## config.mk

```make
export PLATFORM = sky130hd
export DESIGN_NAME = fifo_burst_writer
export DESIGN_NICKNAME = d
export VERILOG_FILES = /design/src/rtl/fifo_burst_writer.sv
export SDC_FILE = /design/constraint.sdc
export NUM_CORES = 1
export LEC_CHECK = 0
export ABC_AREA = 1
export CAP_MARGIN = 20
export CORE_ASPECT_RATIO = 1.2
export CORE_MARGIN = 3
export CORE_UTILIZATION = 45
export CTS_CLUSTER_SIZE = 25
export DETAILED_ROUTE_END_ITERATION = 16
export PLACE_DENSITY_LB_ADDON = 0.08
export SYNTH_ARGS = -nofsm -noshare
export SYNTH_HDL_FRONTEND = slang
export SYNTH_SLANG_ARGS = --single-unit
```

## constraint.sdc

```tcl
create_clock -name wclk -period 1.6 [get_ports wclk]
set_input_delay 0.32 -clock wclk [delete_from_list [all_inputs] [get_ports wclk]]
set_output_delay 0.32 -clock wclk [all_outputs]
set_load 0.005 [all_outputs]
```

## src/rtl/fifo_burst_writer.sv

```systemverilog
// Write-side burst producer: pushes burst_len words (seed, seed+stride, ...) into the FIFO, stalling on full_bar.
// Define FIFO_WRITER_CHECKSUM_EN to append an XOR checksum word after the payload.
`timescale 1ns/1ps
module fifo_burst_writer #(
  parameter int DATA_WIDTH = 8,
  parameter int LEN_WIDTH  = 8
) (
  input  logic                  wclk,
  input  logic                  reset,
  input  logic                  start,
  input  logic                  abort,
  input  logic [LEN_WIDTH-1:0]  burst_len,
  input  logic [DATA_WIDTH-1:0] seed,
  input  logic [DATA_WIDTH-1:0] stride,
  input  logic                  full_bar,
  output logic                  put,
  output logic [DATA_WIDTH-1:0] data_in,
  output logic                  busy,
  output logic                  done,
  output logic [LEN_WIDTH-1:0]  words_written
);

  typedef enum logic [1:0] {
    S_IDLE  = 2'd0,
    S_WRITE = 2'd1,
    S_CSUM  = 2'd2,
    S_DONE  = 2'd3
  } state_t;

  state_t                state_q, state_d;
  logic                  put_q, busy_q, done_q;
  logic [DATA_WIDTH-1:0] data_q, data_d;
  logic [DATA_WIDTH-1:0] stride_q, stride_d;
  logic [LEN_WIDTH-1:0]  cnt_q, cnt_d;
  logic [LEN_WIDTH-1:0]  len_q, len_d;
  logic [LEN_WIDTH-1:0]  cnt_inc;
  logic                  accept;
`ifdef FIFO_WRITER_CHECKSUM_EN
  logic [DATA_WIDTH-1:0] csum_q, csum_d;
`endif

  // put_q is a register, so acceptance only combines two already-stable values
  assign accept  = put_q & full_bar;
  assign cnt_inc = cnt_q + LEN_WIDTH'(1);

  always_comb begin
    state_d  = state_q;
    data_d   = data_q;
    stride_d = stride_q;
    cnt_d    = cnt_q;
    len_d    = len_q;
`ifdef FIFO_WRITER_CHECKSUM_EN
    csum_d   = csum_q;
`endif
    case (state_q)
      S_IDLE: begin
        if (start) begin
          len_d    = burst_len;
          stride_d = stride;
          data_d   = seed;
          cnt_d    = '0;
`ifdef FIFO_WRITER_CHECKSUM_EN
          csum_d   = '0;
`endif
          state_d  = (burst_len == '0) ? S_DONE : S_WRITE;
        end
      end
      S_WRITE: begin
        if (accept) begin
          data_d = data_q + stride_q;
          cnt_d  = cnt_inc;
`ifdef FIFO_WRITER_CHECKSUM_EN
          csum_d = csum_q ^ data_q;
          if (cnt_inc == len_q) begin
            data_d  = csum_q ^ data_q;
            state_d = S_CSUM;
          end
`else
          if (cnt_inc == len_q) state_d = S_DONE;
`endif
        end
        if (abort) state_d = S_IDLE;
      end
`ifdef FIFO_WRITER_CHECKSUM_EN
      S_CSUM: begin
        if (accept) state_d = S_DONE;
        if (abort)  state_d = S_IDLE;
      end
`endif
      S_DONE:  state_d = S_IDLE;
      default: state_d = S_IDLE;
    endcase
  end

  // Outputs are registered from the next state so they change only on wclk
  always_ff @(posedge wclk or posedge reset) begin
    if (reset) begin
      state_q  <= S_IDLE;
      put_q    <= 1'b0;
      busy_q   <= 1'b0;
      done_q   <= 1'b0;
      data_q   <= '0;
      stride_q <= '0;
      cnt_q    <= '0;
      len_q    <= '0;
`ifdef FIFO_WRITER_CHECKSUM_EN
      csum_q   <= '0;
`endif
    end else begin
      state_q  <= state_d;
      put_q    <= (state_d == S_WRITE) || (state_d == S_CSUM);
      busy_q   <= (state_d != S_IDLE);
      done_q   <= (state_d == S_DONE);
      data_q   <= data_d;
      stride_q <= stride_d;
      cnt_q    <= cnt_d;
      len_q    <= len_d;
`ifdef FIFO_WRITER_CHECKSUM_EN
      csum_q   <= csum_d;
`endif
    end
  end

  assign put           = put_q;
  assign busy          = busy_q;
  assign done          = done_q;
  assign data_in       = data_q;
  assign words_written = cnt_q;

endmodule

```

**After elaboration in Yosys (flattened, before gate mapping)**

Index checks and enable logic that the tools add are counted.

- Bits in registers: 37
- Output and inout bits: 19
- Word-level logic and storage cells: 37

- Add/subtract/negate cells: 2
- Equal/unequal tests: 7
- Muxes and demuxes: 12
- Bitwise gates (word level): 1
- Reduce and logical (&&, ||, !) cells: 7

Operator list:

| cell | count |
|---|---|
| $mux 8 | 4 |
| $pmux 8 s2 | 2 |
| $mux 2 | 5 |
| $add 8x1->8 const B | 1 |
| $add 8x8->8 | 1 |
| $eq 8x8->1 | 1 |
| $logic_not 8->1 | 1 |
| $eq 2x1->1 const B | 2 |
| $eq 2x2->1 const B | 2 |
| $ne 2x2->1 const B | 2 |
| $pmux 2 s2 | 1 |
| $reduce_bool 2->1 | 2 |
| $reduce_and 3->1 | 1 |
| $logic_not 2->1 | 1 |
| $reduce_and 2->1 | 1 |
| $and 1x1->1 | 1 |
| $logic_or 1x1->1 | 1 |

**Longest topological paths before layout**

Gate-level depths: netlist of the first run.

- Depth in word-level cells: 8
- Mapped depth: 14
- Depth with buffers taken out: 14

**Worst setup path after synthesis of the first run**

Ideal clock, no wire load.

- Kind: reg2reg
- Start point: reg cnt_q[0], in the netlist words_written[0]
- End point: reg put_q, in the netlist put
- Arrival: 1.629 ns
- Data required time: 1.474 ns
- Path slack: -0.155 ns
- Stages on the path, launching flop included: 12
- Buffers on the path: 0
- Path through: dfrtp_1 -> ha_1 -> nand2_1 -> nor2_2 -> nand2_1 -> and2_4 -> nor2_1 -> nor2_1 -> nand3_2 -> nor2_1 -> nor2_1 -> ha_1

- Cells in the longest elaborated chain, start to end: 8
- Elaborated cells on any way between the ends: 9

RTL lines:

| element | RTL line | RTL |
|---|---|---|
| from (decl) | 34 | `logic [LEN_WIDTH-1:0] cnt_q, cnt_d;` |
| from (signal assigned) | 116 | `cnt_q <= cnt_d;` |
| $add 8x1->8 * | 44 | `assign cnt_inc = cnt_q + LEN_WIDTH'(1);` |
| $eq 8x8->1 * | 79 | `if (cnt_inc == len_q) state_d = S_DONE;` |
| $mux 2 * | 79 |  |
| $mux 2 * | 69 | `if (accept) begin` |
| $mux 2 * | 82 | `if (abort) state_d = S_IDLE;` |
| $pmux 2 s2 * | 55 | `case (state_q)` |
| $eq 2x1->1 or $eq 2x2->1 (tied branches) | 111 | `put_q <= (state_d == S_WRITE) \|\| (state_d == S_CSUM);` |
| $logic_or 1x1->1 * | 111 |  |
| to (signal assigned) | 111 |  |
| to (decl) | 31 | `logic put_q, busy_q, done_q;` |

Every way passes the cells marked *; elsewhere a longest branch is shown, timed or not.
A chain may end at the register's enable or synchronous reset.

**Worst setup path after layout of the first run**

- Start point: reg cnt_q[1], in the netlist words_written[1]
- End point: reg put_q, in the netlist put

Same word-level chain as after synthesis.

==> results.md, run 1 <==
• 0 — total of max-cap violations
• 37 — Num Clock Sinks
• 5 — TritonCTS Buffers
• yes — RSZ-0062 raised after global routing
• 1.61 nW — reported leakage power
• words_written[1]$_DFFE_PP0P_ — reg2reg start
• 16.1% — clock share of power
• 0.28 ns — clock latency on the worst-skew pair
• 5 — setup-violating endpoint count in the final report
• 10 — Worst Reg2Reg Path Length in Cells
• ha_4 > nand3_1 > nand2_1 > and2_4 > nor2_4 > nor2_2 > nand3_2 > nor2_1 > nor2_1 > ha_2 — crit-path cells
• 49.6% — post-synthesis to final-layout area growth
• 0.000592 V — Max VDD drop
• 0 — Antenna Diode Count
• 411 — dpl cells
• 74.5% — worst slew slack as a fraction of its limit
• 0 — hold buffer count at CTS
• negative setup slack — violated checks
• 1.77 ns — final critical path time including I/O delays and setup
• 285 — post-synthesis instance total
• 7.52 um^2 — Avg Inst Size Synth
• 9.87% — compound-cell area share of the yosys netlist
• 564 MHz — Highest Clock Rate
• 0 — number of endpoints with negative hold slack in the final report
• 13.2 um — post-detailed-route wirelength per cell
• 38.1% — Switching Fraction
• 0.07 ns — clock transition time at the flip-flop clock pins of the worst setup and hold paths
• 4040 um — post-detail-place hpwl
• 47 — port buffer count
• 0 — number of buffers and inverters on the critical path
• 2140 um^2 — summed instance area of the synthesized netlist
• yes — clock tree from TritonCTS
• 1.52 mW — P_sw
• 81.6 um — die height
• flip-flop — Critical Path Source Type
• 1.95 ns — Worst EP arrival
• 29.8% — simple-gate portion of the synthesized area
• 4 — detailed-routing iteration count for the pre-antenna-repair pass
• 0 — number of DRC violations after detailed routing
• 928 um^2 — total area of sequential cells
• 2,129 — vias in the first global route
• 1240 nW/um^2 — Pwr Density
• 50.1% — combinational share of power
• -0.173 ns — setup slack after layout
• 48 — Top-Level Pins
• flip-flop — Critical Path Sink Type
• 405 — Post-layout nets
• 0% — mux cell area share after synthesis
• 21.4% — GRT Resource Usage Total
• sky130_fd_sc_hd__nor2_1 — Critical Path Most Common Cell
• 26.2% — share of final-layout standard cells stronger than drive strength 1
• 2900 um^2 — Placed Area
• 0 — overflow left after global routing
• sky130_fd_sc_hd__dfrtp_1 — highest-delay cell along the critical path
• 1220 um^2 — area of combinational cells with multiple inputs
• 325 — synthesized net count
• 3 — biggest fanout along the worst timing path
• 111% — Period Utilization, post-route
• simple AND/OR/NAND/NOR gates — dominant combinational cell family by area after synthesis
• 389 — number of fillers in the final layout
• sky130_fd_sc_hd__dfrtp_1, sky130_fd_sc_hd__nand2_1, sky130_fd_sc_hd__inv_1 — cells taking the most area after synthesis
• 0.00321 ns — clk_skew
• sky130_fd_sc_hd__clkbuf_8 — Root Buffer
• sky130_fd_sc_hd__dfrtp_1 — cell type with the highest aggregate area in the netlist
• 0 — Yosys warning count
• 0 — Final ANT Viol Nets
• 0 — Max Transition Viols Final
• 120 — DRC marker count from the first detailed-route iteration
• 26 — Row Count
• 0.843 — routability congestion estimate
• 4420 um^2 — core area
• 33.9% — sequential share of power
• input port to async pin — type of the worst min-delay path
• 5590 um — WL final
• 0.382 ns — transition time at the pin with the least slew margin
• 0 — number of enable-type register cells in the synthesized netlist
• 2.47 mW — cell-internal power
• 422 — number of cells in the finished layout apart from fillers
• 5630 um^2 — Die Footprint
• -0.17 ns — r2r setup slk
• put$_DFF_PP0_ — worst reg2reg path endpoint
• sky130_fd_sc_hd__dfrtp_1 — ys flop type
• 6.78% — post-synthesis adder-cell area fraction
• sky130_fd_sc_hd__nand2_1 — most frequently used cell type in the post-synthesis netlist
• sky130_fd_sc_hd__nand2_1, sky130_fd_sc_hd__inv_1, sky130_fd_sc_hd__dfrtp_1 — top cells by instance count after synthesis
• 48.4% — starting density of the core
• 9000 um — global-route wire length before repair
• 4.96 — routed via count divided by cell count
• 2 — number of H-tree levels
• 1.77 ns — required time at the worst-slack endpoint
• 38 — maximum number of pins on one net before global-route repair
• 69.0 um — Die X-Extent
• complete, but fails checks — run status
• 2,095 — total via count in the routed design
• 43.2% — area share of the leading cell type in the synthesized netlist
• 100% — share of synthesized registers carrying an async set or reset
• 32 — Yosys cell types
• 1.23% — xor and xnor area share after synthesis
• 3210 um^2 — final design area excluding fillers
• 37 — post-synthesis register bit count
• 0.41 ns — stage delay of the slowest cell on the critical path
• 2 — clk buf depth
• 43.2% — share of synthesized area occupied by flip-flops and latches
• -0.248 ns — Placement Setup Slack
• simple AND/OR/NAND/NOR gates — CP top delay family
• 0 — antenna violations before repair
• flip-flop to flip-flop — Worst Setup Path Type
per-layer routing:
layer,vias up,track usage (%),wire length [um]
met5,-,0,0
met4,0,8.58,115
met3,8,4.10,195
met2,44,41.1,3100
met1,979,21.8,2180
li1,1064,-,-
state kept, by name (all words and copies together), names as in the netlist:
name / count
state_q: 2
len_q: 8
stride_q: 8
done: 1
put: 1
busy: 1
words_written: 8
data_in: 8
how the worst max path moves through the flow:
stage	depth (start not counted)	slack, ns	from	endpoint
detailed placement	11	-0.25	full_bar	put$_DFF_PP0_
global route	13	-0.27	words_written[1]$_DFFE_PP0P_	put$_DFF_PP0_
finish	10	-0.17	words_written[1]$_DFFE_PP0P_	put$_DFF_PP0_
global placement	11	-0.22	full_bar	put$_DFF_PP0_
floorplan	11	-0.11	words_written[0]$_DFFE_PP0P_	put$_DFF_PP0_
CTS	11	-0.15	words_written[1]$_DFFE_PP0P_	put$_DFF_PP0_
layout make-up:
cell class	instances	area share, %
multi-input combinational	198	38.1
sequential	37	29.0
timing repair buffer	79	23.1
inverter	44	5.15
clock buffer	8	2.50
tap	56	2.19
worst register-to-register path, cell delays in order, from the launching register on:
cell and delay, ns:
sky130_fd_sc_hd__dfrtp_1 0.41, sky130_fd_sc_hd__ha_4 0.19, sky130_fd_sc_hd__nand3_1 0.12, sky130_fd_sc_hd__nand2_1 0.13, sky130_fd_sc_hd__and2_4 0.17, sky130_fd_sc_hd__nor2_4 0.04
sky130_fd_sc_hd__nor2_2 0.09, sky130_fd_sc_hd__nand3_2 0.07, sky130_fd_sc_hd__nor2_1 0.10, sky130_fd_sc_hd__nor2_1 0.05, sky130_fd_sc_hd__ha_2 0.28
power by group through the flow:
stage	Sequential (mW)	Combinational, mW	Clock [mW]
after floorplan	1.33	0.974	0
after global placement	1.32	1.66	0
after detailed placement	1.33	1.71	0
after CTS	1.32	1.77	0.650
after global routing	1.38	2.23	0.696
final	1.35	2.00	0.641
cell families (layout without fill, tap and decap cells):
group           count (synthesis)  in the layout
flops                          37             37
fa+ha+maj                      11             11
xor+xnor                        3              3
buf+inv                        50            131
simple gates                  147            147
compound gates                 37             37
placed cells by master, fill, tap and decap left out, drive strengths merged, types with 2 or more instances in the layout:
master and instances:
clkdlybuf4s50 38, nand3 21, nand2 95, inv 43, o31ai 2, dfrtp 37, nand4 5, xnor2 2
o211ai 2, dlygate4sd2 4, nor2 22, buf 32, o21ai 17, ha 10, o22ai 3, o21bai 2
dlymetal6s2s 5, a21oi 9, clkbuf 8
stage by stage:
stage	setup TNS, ns	power [mW]	utilization, %	hold WS (ns)
floorplan	-0.105	2.30	-	0.430
global placement	-1.56	2.99	65.6	0.467
detailed placement	-1.87	3.05	65.6	0.474
CTS	-0.454	3.74	68.1	0.389
global route	-0.991	4.31	72.5	0.395
finish	-0.417	3.99	72.5	0.379
timing repair:
item	CTS	global route
gates resized for setup	13	46
endpoints found under the hold margin	0	0
pin swaps	2	19
buffers inserted	1	2
endpoints found under the setup margin	12	12
Note: power is estimated with default switching activity, not from simulation.
==> run 2: changes to the inputs <==
Settings changed: CORE_MARGIN 3 to 2.
==> run 2 against run 1 <==
- the flow still finishes with violations (negative setup slack)
- final cell count is 0.95% higher
- total power is 0.14% higher
- design area is 0.74% lower
- hold slack worse by 0.0050 ns
- register-to-register slack hardly changed
- setup slack better by 0.0047 ns
- non-clock buffer count is 3 higher
- highest routed layer unchanged
==> results.md, run 2 (synthesized netlist as in run 1, its figures left out) <==
• flip-flop — Critical Path Sink Type
• 1.59 nW — reported leakage power
• 0.833 — routability congestion estimate
• sky130_fd_sc_hd__nand2_1 — most common cell after layout, fill and taps aside
• 5330 um^2 — Die Footprint
• 2 — clk buf depth
• 74.9% — worst slew slack as a fraction of its limit
• input port to async pin — type of the worst min-delay path
• 2 — number of H-tree levels
• 1.78 ns — required time at the worst-slack endpoint
• 6 — setup-violating endpoint count in the final report
• 12.8 um — post-detailed-route wirelength per cell
• 8720 um — global-route wire length before repair
• 0 — hold buffer count at CTS
• complete, but fails checks — run status
• 1.77 ns — final critical path time including I/O delays and setup
• sky130_fd_sc_hd__nand2_1, sky130_fd_sc_hd__clkdlybuf4s50_1, sky130_fd_sc_hd__inv_1 — most used cells in the layout excluding fill and tap cells
• sky130_fd_sc_hd__clkbuf_8 — Root Buffer
• 111% — Period Utilization, post-route
• 0 — Max Transition Viols Final
• 33.7% — sequential share of power
• 2 — biggest fanout along the worst timing path
• 1260 nW/um^2 — Pwr Density
• 16.6% — clock share of power
• 37 — Num Clock Sinks
• 1.48 mW — P_sw
• 3.99 mW — total chip power
• 27 — Row Count
• 0.000654 V — Max VDD drop
• 0.373 ns — transition time at the pin with the least slew margin
• 106 — DRC marker count from the first detailed-route iteration
• 48.5% — post-synthesis to final-layout area growth
• 2,068 — total via count in the routed design
• 3900 um — post-detail-place hpwl
• -0.512 ns — Final TNS setup
• 408 — Post-layout nets
• 4 — detailed-routing iteration count for the pre-antenna-repair pass
• 48 — Top-Level Pins
• 1,939 — vias in the first global route
• 5 — TritonCTS Buffers
• 1.95 ns — Worst EP arrival
• 0.29 ns — clock latency on the worst-skew pair
• flip-flop to flip-flop — Worst Setup Path Type
• 5450 um — WL final
• 0 — number of endpoints with negative hold slack in the final report
• 0 — overflow left after global routing
• 0 — total of max-cap violations
• 4590 um^2 — core area
• flip-flop — Critical Path Source Type
• 46.6% — starting density of the core
• 37.0% — Switching Fraction
• negative setup slack — violated checks
• 0 — number of DRC violations after detailed routing
• 565 MHz — Highest Clock Rate
• yes — clock tree from TritonCTS
• yes — RSZ-0062 raised after global routing
• 4.85 — routed via count divided by cell count
• 0 — antenna violations before repair
• 22.0% — GRT Resource Usage Total
• 0 — Antenna Diode Count
• 38 — maximum number of pins on one net before global-route repair
• 67.0 um — Die X-Extent
• 79.6 um — die height
• -0.169 ns — setup slack after layout
• 2.52 mW — cell-internal power
• -0.262 ns — Placement Setup Slack
• 0.07 ns — clock transition time at the flip-flop clock pins of the worst setup and hold paths
• 23.4% — share of final-layout standard cells stronger than drive strength 1
• 393 — number of fillers in the final layout
• 47 — port buffer count
• 0 — Final ANT Viol Nets
• 0.00669 ns — clk_skew
• 49.7% — combinational share of power
## run 2: cell count changes in the layout (fill, tap and decap cells not counted), sizes merged
cell           before  now
clkdlybuf4s50      38   41
clkbuf              8    7
dlymetal6s2s        5    2
buf                32   35
## run 2: area by class of cell
cell class	instances	area, um^2	share of cell area [%]
clock buffers	7	86.3	2.71
inverters	44	165	5.19
multi-input cells	198	1160	36.6
flip-flops and latches	37	928	29.2
well taps	58	72.6	2.28
repair buffers	82	766	24.1
## run 2: path summary, 6_finish.rpt
kind | from | to | slack [ns] | cells past startpoint
setup / recovery | words_written[1]$_DFFE_PP0P_ | put$_DFF_PP0_ | -0.17 | 11
hold / removal | reset | stride_q[7]$_DFFE_PP0P_ | 0.37 | 3
setup reg to reg | words_written[1]$_DFFE_PP0P_ | put$_DFF_PP0_ | -0.17 | 11
hold reg to reg | stride_q[3]$_DFFE_PP0P_ | stride_q[3]$_DFFE_PP0P_ | 0.49 | 2
max in group asynchronous | reset | words_written[2]$_DFFE_PP0P_ | 1.02 | 3
min in group wclk | stride_q[3]$_DFFE_PP0P_ | stride_q[3]$_DFFE_PP0P_ | 0.49 | 2
## run 2: critical path, stage by stage (launching register included)
cell and delay [ns]:
sky130_fd_sc_hd__dfrtp_1 0.41, sky130_fd_sc_hd__ha_4 0.29, sky130_fd_sc_hd__inv_2 0.03, sky130_fd_sc_hd__nand2_1 0.04, sky130_fd_sc_hd__nand3_1 0.07, sky130_fd_sc_hd__nor2_1 0.10
sky130_fd_sc_hd__nand3_1 0.09, sky130_fd_sc_hd__nor2_2 0.10, sky130_fd_sc_hd__nand3_2 0.08, sky130_fd_sc_hd__nor2_2 0.11, sky130_fd_sc_hd__nor2_1 0.05, sky130_fd_sc_hd__ha_2 0.28
## run 2: repair_timing
| action | 4_1_cts | 5_1_grt |
|---|---|---|
| gates resized for setup | 17 | 23 |
| setup endpoints to repair | 13 | 13 |
| setup buffers | 2 | 3 |
| pin swaps | 9 | 15 |
## run 2: metal layers
layer,global-route usage (%),wire [um]
met5,0,0
met4,9.18,119
met3,4.37,205
met2,39.7,2960
met1,24.7,2160
## run 2: stage by stage
step	instances	area (um^2)	hold WS [ns]	utilization, %
2_1_floorplan	285	2160	0.430	-
3_3_place_gp	414	2930	0.466	63.7
3_5_place_dp	414	2930	0.470	63.7
4_1_cts	423	3060	0.381	66.6
5_1_grt	426	3180	0.423	69.3
6_report	426	3180	0.374	69.3
## run 2: power by group through the flow
| stage | combinational (mW) | clock [mW] | sequential (mW) |
|---|---|---|---|
| 2_1_floorplan | 0.974 | 0 | 1.33 |
| 4_1_cts | 1.78 | 0.683 | 1.32 |
| 6_report | 1.99 | 0.663 | 1.34 |
| 5_1_grt | 2.25 | 0.727 | 1.37 |
| 3_3_place_gp | 1.68 | 0 | 1.32 |
| 3_5_place_dp | 1.72 | 0 | 1.33 |
==> run 3: changes to the inputs <==
Settings changed: ABC_AREA 1 to unset, SKIP_LAST_GASP set to 1.
==> run 3 against run 2 <==
- the run still ends with negative setup slack left
- die area shrank 3.6%
- final cell count fell by 9.6%
- sequential share of layout area fell by 0.75 points
- largest cell class unchanged
==> results.md, run 3 <==
• 65.8 um — Die X-Extent
• 0 — number of DRC violations after detailed routing
• 45.0% — share of synthesized area occupied by flip-flops and latches
• sky130_fd_sc_hd__nand2_1 — most common cell after layout, fill and taps aside
• 2 — clk buf depth
• 38 — maximum number of pins on one net before global-route repair
• 0.843 — routability congestion estimate
• -1.80 ns — Final TNS setup
• 2.17 ns — Worst EP arrival
• 2.77 mW — cell-internal power
• 0 — Yosys warning count
• 37 — post-synthesis register bit count
• 75.4% — worst slew slack as a fraction of its limit
• 514 MHz — Highest Clock Rate
• 3270 um^2 — final design area excluding fillers
• sky130_fd_sc_hd__dfrtp_1 — cell type with the highest aggregate area in the netlist
• 1,952 — total via count in the routed design
• 5.07 — routed via count divided by cell count
• 1.62 nW — reported leakage power
• 1220 um^2 — area of combinational cells with multiple inputs
• 5700 um — WL final
• 48 — Top-Level Pins
• put$_DFF_PP0_ — worst reg2reg path endpoint
• 1.49 mW — P_sw
• -0.35 ns — r2r setup slk
• 0.000671 V — Max VDD drop
• 1.95 ns — final critical path time including I/O delays and setup
• sky130_fd_sc_hd__nand2_1, sky130_fd_sc_hd__dfrtp_1, sky130_fd_sc_hd__o21ai_0 — top cells by instance count after synthesis
• 122% — Period Utilization, post-route
• flip-flop to flip-flop — Worst Setup Path Type
• 2060 um^2 — summed instance area of the synthesized netlist
• 1300 nW/um^2 — Pwr Density
• 2 — biggest fanout along the worst timing path
• 0 — Final ANT Viol Nets
• 2 — number of H-tree levels
• 26 — Row Count
• 368 — Post-layout nets
• 0.00726 ns — clk_skew
• 22.1% — GRT Resource Usage Total
• input port to async pin — type of the worst min-delay path
• 4 — detailed-routing iteration count for the pre-antenna-repair pass
• 15.7% — clock share of power
• -0.347 ns — setup slack after layout
• 35.0% — Switching Fraction
• 47.6% — starting density of the core
• yes — clock tree from TritonCTS
• negative setup slack — violated checks
• 9.07 um^2 — Avg Inst Size Synth
• 47 — port buffer count
• 5 — TritonCTS Buffers
• 4.26 mW — total chip power
• 0 — Antenna Diode Count
• sky130_fd_sc_hd__nand2_1, sky130_fd_sc_hd__buf_4, sky130_fd_sc_hd__dfrtp_1 — most used cells in the layout excluding fill and tap cells
• 3750 um — post-detail-place hpwl
• 8 — Worst Reg2Reg Path Length in Cells
• complete, but fails checks — run status
• words_written[1]$_DFFE_PP0P_ — critical path launch point
• 5140 um^2 — Die Footprint
• 930 um^2 — total area of sequential cells
• 0 — number of endpoints with negative hold slack in the final report
• words_written[1]$_DFFE_PP0P_ — reg2reg start
• 85 — DRC marker count from the first detailed-route iteration
• 0 — Max Transition Viols Final
• 41 — Yosys cell types
• 0.365 ns — transition time at the pin with the least slew margin
• 2930 um^2 — Placed Area
• 0.07 ns — clock transition time at the flip-flop clock pins of the worst setup and hold paths
• 0 — number of enable-type register cells in the synthesized netlist
• sky130_fd_sc_hd__clkbuf_8 — Root Buffer
• sky130_fd_sc_hd__nand2_1 — most frequently used cell type in the post-synthesis netlist
• sky130_fd_sc_hd__dfrtp_1, sky130_fd_sc_hd__nand2_1, sky130_fd_sc_hd__ha_1 — cells taking the most area after synthesis
• 45.0% — area share of the leading cell type in the synthesized netlist
• 37 — Num Clock Sinks
• 58.8% — post-synthesis to final-layout area growth
• 0.29 ns — clock latency on the worst-skew pair
• 0 — total of max-cap violations
• 319 — number of fillers in the final layout
• flip-flop — Critical Path Source Type
• 9 — setup-violating endpoint count in the final report
• yes — RSZ-0062 raised after global routing
• 14.8 um — post-detailed-route wirelength per cell
• 4330 um^2 — core area
• sky130_fd_sc_hd__dfrtp_1 — ys flop type
• flip-flop — Critical Path Sink Type
• 0 — hold buffer count at CTS
• 267 — synthesized net count
• 52.8% — combinational share of power
• 0 — overflow left after global routing
• 1.82 ns — required time at the worst-slack endpoint
• 1,930 — vias in the first global route
• 100% — share of synthesized registers carrying an async set or reset
• 29.8% — share of final-layout standard cells stronger than drive strength 1
• 8580 um — global-route wire length before repair
• 31.5% — sequential share of power
• 78.1 um — die height
• 0 — antenna violations before repair
• 227 — post-synthesis instance total
run 3: what timing repair did:
item	4_1_cts	5_1_grt
resized for setup	16	26
endpoints found under the setup margin	17	20
setup buffers	8	8
pin swaps	13	19
run 3: power groups by stage:
stage | registers [mW] | clock network (mW) | logic (mW)
after CTS | 1.32 | 0.688 | 1.94
after detailed placement | 1.33 | 0 | 1.83
after global routing | 1.36 | 0.728 | 2.47
after global placement | 1.31 | 0 | 1.79
final | 1.34 | 0.670 | 2.25
after floorplan | 1.34 | 0 | 0.954
run 3: kinds of logic (layout without fill, tap and decap cells):
| group | Yosys count | in the layout | share of synthesized area [%] |
|---|---|---|---|
| flops | 37 | 37 | 45.0 |
| fa+ha+maj | 11 | 11 | 7.05 |
| xor+xnor | 16 | 16 | 6.80 |
| mux | 3 | 3 | 1.52 |
| compound gates | 46 | 46 | 13.7 |
| simple gates | 97 | 97 | 22.1 |
| buf+inv | 17 | 119 | 3.89 |
run 3: through the flow:
| stage | setup WS, ns | cells | utilization [%] | hold slack (ns) |
|---|---|---|---|---|
| floorplan | -0.304 | 227 | - | 0.425 |
| global placement | -0.361 | 363 | 67.6 | 0.476 |
| detailed placement | -0.390 | 363 | 67.6 | 0.475 |
| CTS | -0.406 | 379 | 71.8 | 0.384 |
| global route | -0.482 | 385 | 75.6 | 0.415 |
| finish | -0.347 | 385 | 75.6 | 0.379 |
run 3: cell type report:
| type | count | share of cell area [%] |
|---|---|---|
| clock buffers | 8 | 2.75 |
| flip-flops and latches | 37 | 28.4 |
| repair buffers | 103 | 28.3 |
| well taps | 56 | 2.14 |
| multi-input cells | 173 | 37.4 |
| inverters | 8 | 0.918 |
run 3: routing by layer:
| layer | part of all wire (%) | global-route usage, % |
|---|---|---|
| met1 | 41 | 25.7 |
| met2 | 53 | 38.7 |
| met3 | 3.9 | 5.30 |
| met4 | 1.6 | 8.13 |
| met5 | 0 | 0 |
run 3: worst max path at each step:
stage,endpoint,slack [ns],cells past startpoint
6_report,put$_DFF_PP0_,-0.35,8
5_1_grt,put$_DFF_PP0_,-0.48,8
4_1_cts,put$_DFF_PP0_,-0.41,7
3_5_place_dp,put$_DFF_PP0_,-0.39,8
3_3_place_gp,put$_DFF_PP0_,-0.36,8
2_1_floorplan,put$_DFF_PP0_,-0.30,8
run 3: critical path, stage by stage (launching register included):
cell and delay (ns):
sky130_fd_sc_hd__dfrtp_2 0.42, sky130_fd_sc_hd__ha_4 0.17, sky130_fd_sc_hd__nand3_4 0.06, sky130_fd_sc_hd__xor2_2 0.15, sky130_fd_sc_hd__xor2_1 0.15, sky130_fd_sc_hd__o21ai_1 0.09, sky130_fd_sc_hd__nor4_2 0.35, sky130_fd_sc_hd__a31oi_1 0.15
sky130_fd_sc_hd__ha_2 0.33
